<file path="src/rtl/reg_file_pkg.sv">
// Shared constants and types for the register file.
// Optional write-through forwarding: REG_FILE_BYPASS_EN.
package reg_file_pkg;

   localparam int RF_WIDTH  = 32;
   localparam int RF_DEPTH  = 32;
   localparam int RF_NUM_RD = 2;
   localparam int RF_AW     = $clog2(RF_DEPTH);

   typedef logic [RF_AW-1:0] rf_addr_t;

endpackage

</file>
<file path="src/rtl/reg_file_rd_port.sv">
// One combinational read port: mux, zero register, optional bypass.
// Forwarding of the in-flight write enabled by REG_FILE_BYPASS_EN.
module reg_file_rd_port
   import reg_file_pkg::*;
#(
   parameter int WIDTH = RF_WIDTH,
   parameter int DEPTH = RF_DEPTH,
   localparam int AW   = $clog2(DEPTH)
) (
   input  logic [DEPTH-1:0][WIDTH-1:0] i_regs,
   input  logic [DEPTH-1:0]            i_pend,
   input  logic                        i_wr,
   input  logic [AW-1:0]               i_waddr,
   input  logic [WIDTH-1:0]            i_wdata,
   input  logic                        i_mk,
   input  logic [AW-1:0]               i_mark_addr,
   input  logic [AW-1:0]               i_raddr,
   output logic [WIDTH-1:0]            o_rdata,
   output logic                        o_rbusy
);

`ifndef REG_FILE_BYPASS_EN
   logic w_unused;
   assign w_unused = ^{i_wr, i_waddr, i_wdata, i_mk, i_mark_addr};
`endif

   always_comb begin
      o_rdata = i_regs[i_raddr];
      o_rbusy = i_pend[i_raddr];
`ifdef REG_FILE_BYPASS_EN
      // i_wr already excludes address 0
      if (i_wr && (i_raddr == i_waddr)) begin
         o_rdata = i_wdata;
         o_rbusy = i_mk && (i_mark_addr == i_waddr);
      end
`endif
      if (i_raddr == '0) begin
         o_rdata = '0;
         o_rbusy = 1'b0;
      end
   end

endmodule

</file>
<file path="src/rtl/reg_file.sv">
// Register file with per-register pending scoreboard and NUM_RD read ports.
// Define REG_FILE_BYPASS_EN for same-cycle write-through on reads.
module reg_file
   import reg_file_pkg::*;
#(
   parameter int WIDTH  = RF_WIDTH,
   parameter int DEPTH  = RF_DEPTH,
   parameter int NUM_RD = RF_NUM_RD,
   localparam int AW    = $clog2(DEPTH)
) (
   input  logic                         clk,
   input  logic                         res,
   input  logic                         we,
   input  logic [AW-1:0]                waddr,
   input  logic [WIDTH-1:0]             wdata,
   input  logic                         mark,
   input  logic [AW-1:0]                mark_addr,
   input  logic [NUM_RD-1:0][AW-1:0]    raddr,
   output logic [NUM_RD-1:0][WIDTH-1:0] rdata,
   output logic [NUM_RD-1:0]            rbusy
);

   logic [DEPTH-1:0][WIDTH-1:0] r_regs;
   logic [DEPTH-1:0]            r_pend;
   logic                        w_wr;
   logic                        w_mk;

   assign w_wr = we && (waddr != '0);
   assign w_mk = mark && (mark_addr != '0);

   // mark is applied after the write clear so a same-address set wins
   always_ff @(posedge clk) begin
      if (!res) begin
         r_regs <= '0;
         r_pend <= '0;
      end else begin
         if (w_wr) begin
            r_regs[waddr] <= wdata;
            r_pend[waddr] <= 1'b0;
         end
         if (w_mk) r_pend[mark_addr] <= 1'b1;
      end
   end

   for (genvar g = 0; g < NUM_RD; g++) begin : g_rd
      reg_file_rd_port #(
         .WIDTH(WIDTH),
         .DEPTH(DEPTH)
      ) u_rd (
         .i_regs     (r_regs),
         .i_pend     (r_pend),
         .i_wr       (w_wr),
         .i_waddr    (waddr),
         .i_wdata    (wdata),
         .i_mk       (w_mk),
         .i_mark_addr(mark_addr),
         .i_raddr    (raddr[g]),
         .o_rdata    (rdata[g]),
         .o_rbusy    (rbusy[g])
      );
   end

endmodule

</file>
<file path="config.mk">
export PLATFORM = sky130hd
export DESIGN_NAME = reg_file
export DESIGN_NICKNAME = d
export VERILOG_FILES = /design/src/rtl/reg_file_pkg.sv /design/src/rtl/reg_file_rd_port.sv /design/src/rtl/reg_file.sv
export SDC_FILE = /design/constraint.sdc
export NUM_CORES = 2
export LEC_CHECK = 0
export ABC_CLOCK_PERIOD_IN_PS = 1850
export BUFFER_PORTS_ARGS = -buffer_cell sky130_fd_sc_hd__buf_2
export CORE_MARGIN = 2
export CORE_UTILIZATION = 57
export CTS_CLUSTER_DIAMETER = 100
export DETAILED_ROUTE_END_ITERATION = 10
export PLACE_DENSITY_LB_ADDON = 0.08
export RECOVER_POWER = 100
export SYNTH_ARGS = -nofsm -noshare
export SYNTH_HDL_FRONTEND = slang
export SYNTH_SLANG_ARGS = --single-unit
</file>
<file path="constraint.sdc">
create_clock -name clk -period 1.85 [get_ports clk]
set_input_delay 0.185 -clock clk [delete_from_list [all_inputs] [get_ports clk]]
set_output_delay 0.185 -clock clk [all_outputs]
set_load 0.05 [all_outputs]
</file>
-- Yosys cells after proc, flatten, opt, wreduce, memory -nomap -nowiden
Cells that the tools add are included.
W data, S select, Z words.
- latch bits: 0
- ROM bits: 0
- bits in writable memories: 0
- word-level logic and storage cells: 72
- register bits: 1056
- input bits: 56
- memories kept: 0
- shift operators: 0
- $lt $le $gt $ge: 6
- bitwise gates (word level): 3
- multiplexer cells: 22
- multiply operators: 0
- eq/ne operators: 0
- divide/modulo/power cells: 0
- add/sub/neg operators: 0
- reductions and logical operators: 8
- operator list (kind ; number):
    $bwmux W1024 ; 1
    $bmux W32 S5 ; 2
    $mux W32 ; 8
    $demux W32 S5 ; 1
    $and A32 B32 Y32 ; 1
    $not A32 Y32 ; 1
    $or A32 B32 Y32 ; 1
    $lt A5 B6 Y1 const B ; 4
    $bmux W1 S5 ; 2
    $demux W1 S5 ; 2
    $ge A5 B1 Y1 const B ; 2
    $logic_not A5 Y1 ; 2
    $reduce_bool A5 Y1 ; 2
    $mux W1 ; 6
    $logic_and A1 B1 Y1 ; 4

-- Longest topological paths before layout
- word-level depth: 10
- mapped depth: 9
- mapped depth without buffers: 4

-- By module
Synthesis repeated with hierarchy kept, for this count alone.
- cell total of the unflattened synthesis: 4916
- area total of the unflattened synthesis: 54916.4 µm²
- by module, submodules not included (module ; seq. area each (µm²) ; instances ; area each (µm²) ; cells each):
    reg_file ; 21140.3 ; 1 ; 37417.1 ; 3548
    reg_file_rd_port ; 0.0 ; 2 ; 8749.6 ; 684

-- Worst setup path before layout
Ideal clock, no wire load.
- path kind: in2out
- start: input port raddr[6] (netlist name)
- end: output port rdata[46] (netlist name)
- cell stages on the path: 8
- slack: -0.842 ns
- data arrival time: 2.507 ns
- cells stage by stage: buf_4 buf_8 buf_12 nor2_2 buf_2 a221oi_1 o21ai_0 a311oi_1
- RTL lines (what ; line ; source):
    from (decl) ; reg_file.sv:18 ; input logic [NUM_RD-1:0][AW-1:0] raddr,
    to (decl) ; reg_file.sv:19 ; output logic [NUM_RD-1:0][WIDTH-1:0] rdata,

==> impl_metrics.py <==
metrics = {
    "pwr": {
        "comb_power_share": 0.129,
        "sequentialPowerShare": 0.415,
        "p_leak_nw": 24.4,
        "peakVddDrop_mv": 0.925,
        "p_per_area_mw_per_mm2": 777,
        "clkPwrFrac": 0.456,
        "p_sw_mw": 14.3,
        "swShare": 0.258,
        "internal_power_mw": 41.2,
    },
    "placement": {
        "dpl.hpwl_um": 153000,
        "port_buffers": 121,
        "globalplace.congestion": 0.976,
        "dpl_cell_area_sq_mm": 0.0658,
    },
    "route": {
        "drt_iter0_drc": 6679,
        "vias": 52109,
        "wl_per_cell_um": 29.7,
        "wl_um": 231000,
        "drtPass1Iterations": 7,
        "drc": 0,
        "avgViaCountPerCell": 6.71,
        "ant_nets": 0,
    },
    "cells_and_area": {
        "fillers": 6969,
        "nets": 6430,
        "final_cell_mix": "nand2_1, dfxtp_1, a21boi_0",
        "area_growth_syn_to_layout_pct": 27.0,
        "drive_above_1_share": 0.325,
        "layout_commonest_cell": "nand2_1",
        "design_area_sq_mm": 0.0715,
        "final_util": 0.728,
    },
    "logic_synthesis": {
        "synth_edf_count": 0,
        "synth_top_cells_by_area": "dfxtp_1, mux4_2, nand2_1",
        "synth_top_family_by_area": "multiplexers",
        "synthAdderAreaFrac": 0,
        "yosysTopAreaCellShare": 0.376,
        "synth_nets": 6086,
        "netlist_area_sq_mm": 0.0563,
        "netlist_instances": 6030,
        "yosysWarnings": 0,
        "synth_seq_cells": 1056,
        "synthMuxAreaShare": 0.222,
        "synth_top_flop_cell": "dfxtp_1",
        "async_flop_share": 0,
        "ys_seq_area_frac": 0.376,
        "synth-xor-area-share": 0,
        "synthSimpleGateAreaFrac": 0.162,
        "yosys.area.top_type": "dfxtp_1",
        "yosysUniqueCellTypes": 46,
        "synth_compound_area_frac": 0.185,
        "syn_area_per_cell_sq_um": 9.33,
    },
    "critical_path": {
        "reg2reg_depth": 4,
        "arrival_ns": 2.46,
        "reg2reg_to": "r_pend[25]",
        "end_kind": "output pin",
        "required_ns": 1.66,
        "regToRegStartpoint": "r_pend[25]",
        "cp_max_fo": 3,
        "reg2reg_slack_ns": 0.51,
        "cp-endpoint": "rdata[8]",
        "critical_path_class": "reg2out",
        "cp-start-kind": "register",
        "setup.worst_path.start": "r_regs[584]",
    },
    "clocking": {
        "clk_latency_ns": 0.72,
        "htree_num_levels": 3,
        "clkTransAtPathRegs_ns": 0.06,
        "ctsRootBufferMaster": "clkbuf_16",
        "cts_tree": "built",
        "clock_sinks": 1056,
        "numCtsBuffers": 114,
        "cts_max_path_buffers": 3,
    },
    "floorplan": {
        "die_area_sq_mm": 0.101,
        "rows": 115,
        "core_sq_mm": 0.0981,
        "die_h_um": 318,
        "die_x_um": 318,
        "start_util": 0.574,
        "pin_count": 122,
    },
    "global_route": {
        "antenna_found_initial": 8,
        "grt_pass1_wl_um": 335000,
        "grt_start_max_net_pins": 118,
        "grt_pass1_vias": 50316,
        "grt_use_total": 0.446,
        "grt_overflow_total": 0,
    },
    "outcome": {
        "violations": "setup timing",
        "status": "complete, but fails checks",
    },
    "timing": {
        "fin_ws_ns": -0.791,
        "setup_violations": 576,
        "finClkSkew_ns": 0,
        "rsz0062_at_grt": "yes",
        "worstMarginPinSlew_ns": 0.977,
        "hold_viol": 0,
        "min_period_ns": 2.64,
        "slew_viol_final": 0,
        "tns_ns": -129.11,
        "hold_slack_ns": 0.0353,
        "slew_headroom": 0.347,
        "finalCritPeriodShare": 1.43,
        "max_freq_mhz": 379,
    },
    "job": {
        "drv_cap": 0,
    },
    "hold_path": {
        "holdCritPathClass": "in2reg",
    },
}
[sequential cells by signal, summed over array words and instances (netlist names)]
name    flops
r_regs   1024
r_pend     32
[worst min path at each step]
| stage | cells past startpoint | from | endpoint |
|---|---|---|---|
| finish | 3 | wdata[29] | r_regs[605] |
| global route | 4 | wdata[10] | r_regs[906] |
| CTS | 3 | wdata[28] | r_regs[668] |
| detailed placement | 2 | r_regs[693] | r_regs[693] |
| global placement | 2 | r_regs[498] | r_regs[498] |
| floorplan | 2 | wdata[8] | r_regs[1000] |
[area by class of cell]
class / instances / area, sq um / area share
multi-input combinational: 4335 / 35000 / 0.490
sequential: 1056 / 21400 / 0.299
timing repair buffer: 864 / 9340 / 0.131
clock buffer: 156 / 3340 / 0.0467
tap: 1287 / 1610 / 0.0225
clock inverter: 53 / 779 / 0.0109
antenna: 7 / 17.5 / 0.000245
inverter: 3 / 16.3 / 0.000228
[cell families after synthesis]
kind of cell           Yosys count
buffers and inverters          639
multiplexers                   660
AO/OA/AOI/OAI                 1401
AND/OR/NAND/NOR               2274
flip-flops                    1056
[per-stage QoR]
step           instances  power, mW  setup slack [ns]
3_5_place_dp        7541       30.2            -0.909
5_1_grt             7755       56.5            -0.841
2_1_floorplan       6030       27.2            -0.148
6_report            7761       55.5            -0.791
4_1_cts             7755       55.3            -0.839
3_3_place_gp        7541       30.2            -0.920
[routing by layer]
layer,vias up,part of all wire,global-route usage
li1,21899,-,-
met1,25418,0.37,0.595
met2,3782,0.42,0.646
met3,996,0.14,0.145
met4,14,0.064,0.234
met5,-,0.00062,0
[power by group through the flow]
stage / clock [mW] / sequential (mW) / combinational [mW]
after floorplan: 0 / 23.5 / 3.75
after global placement: 0 / 23.5 / 6.66
after detailed placement: 0 / 23.5 / 6.70
after CTS: 25.3 / 23.0 / 6.98
after global routing: 26.2 / 23.0 / 7.28
final: 25.3 / 23.0 / 7.18
[synth_stat cells (18+ instances only)]
master        n
nand2_1    2051
dfxtp_1    1056
a21boi_0    637
mux4_2      462
a21boi_1    355
clkbuf_1    334
buf_2       174
mux2i_1     132
nor2b_1     105
a22oi_1      95
o21ai_0      67
a211oi_1     66
a311oi_1     66
mux2_2       66
buf_4        56
a221oi_1     47
o21ai_1      47
and2_1       41
buf_1        36
nor2_1       28
buf_6        27
o2111ai_1    18
[worst max-delay path, cell delays in order, from the launching register on]
cell and delay, ns:
dfxtp_2 0.37, mux2i_4 0.09, a221oi_4 0.42, o21ai_2 0.15
a311oi_4 0.50, buf_12 0.21
[repair_timing]
item                                    CTS  global route
gates resized for setup                 442           163
buffers inserted                          3             4
endpoints found under the hold margin   222             0
hold buffers                             18             0
pin swaps                                90            59
endpoints found under the setup margin   66            66
Note: power is estimated with default switching activity, not from simulation.
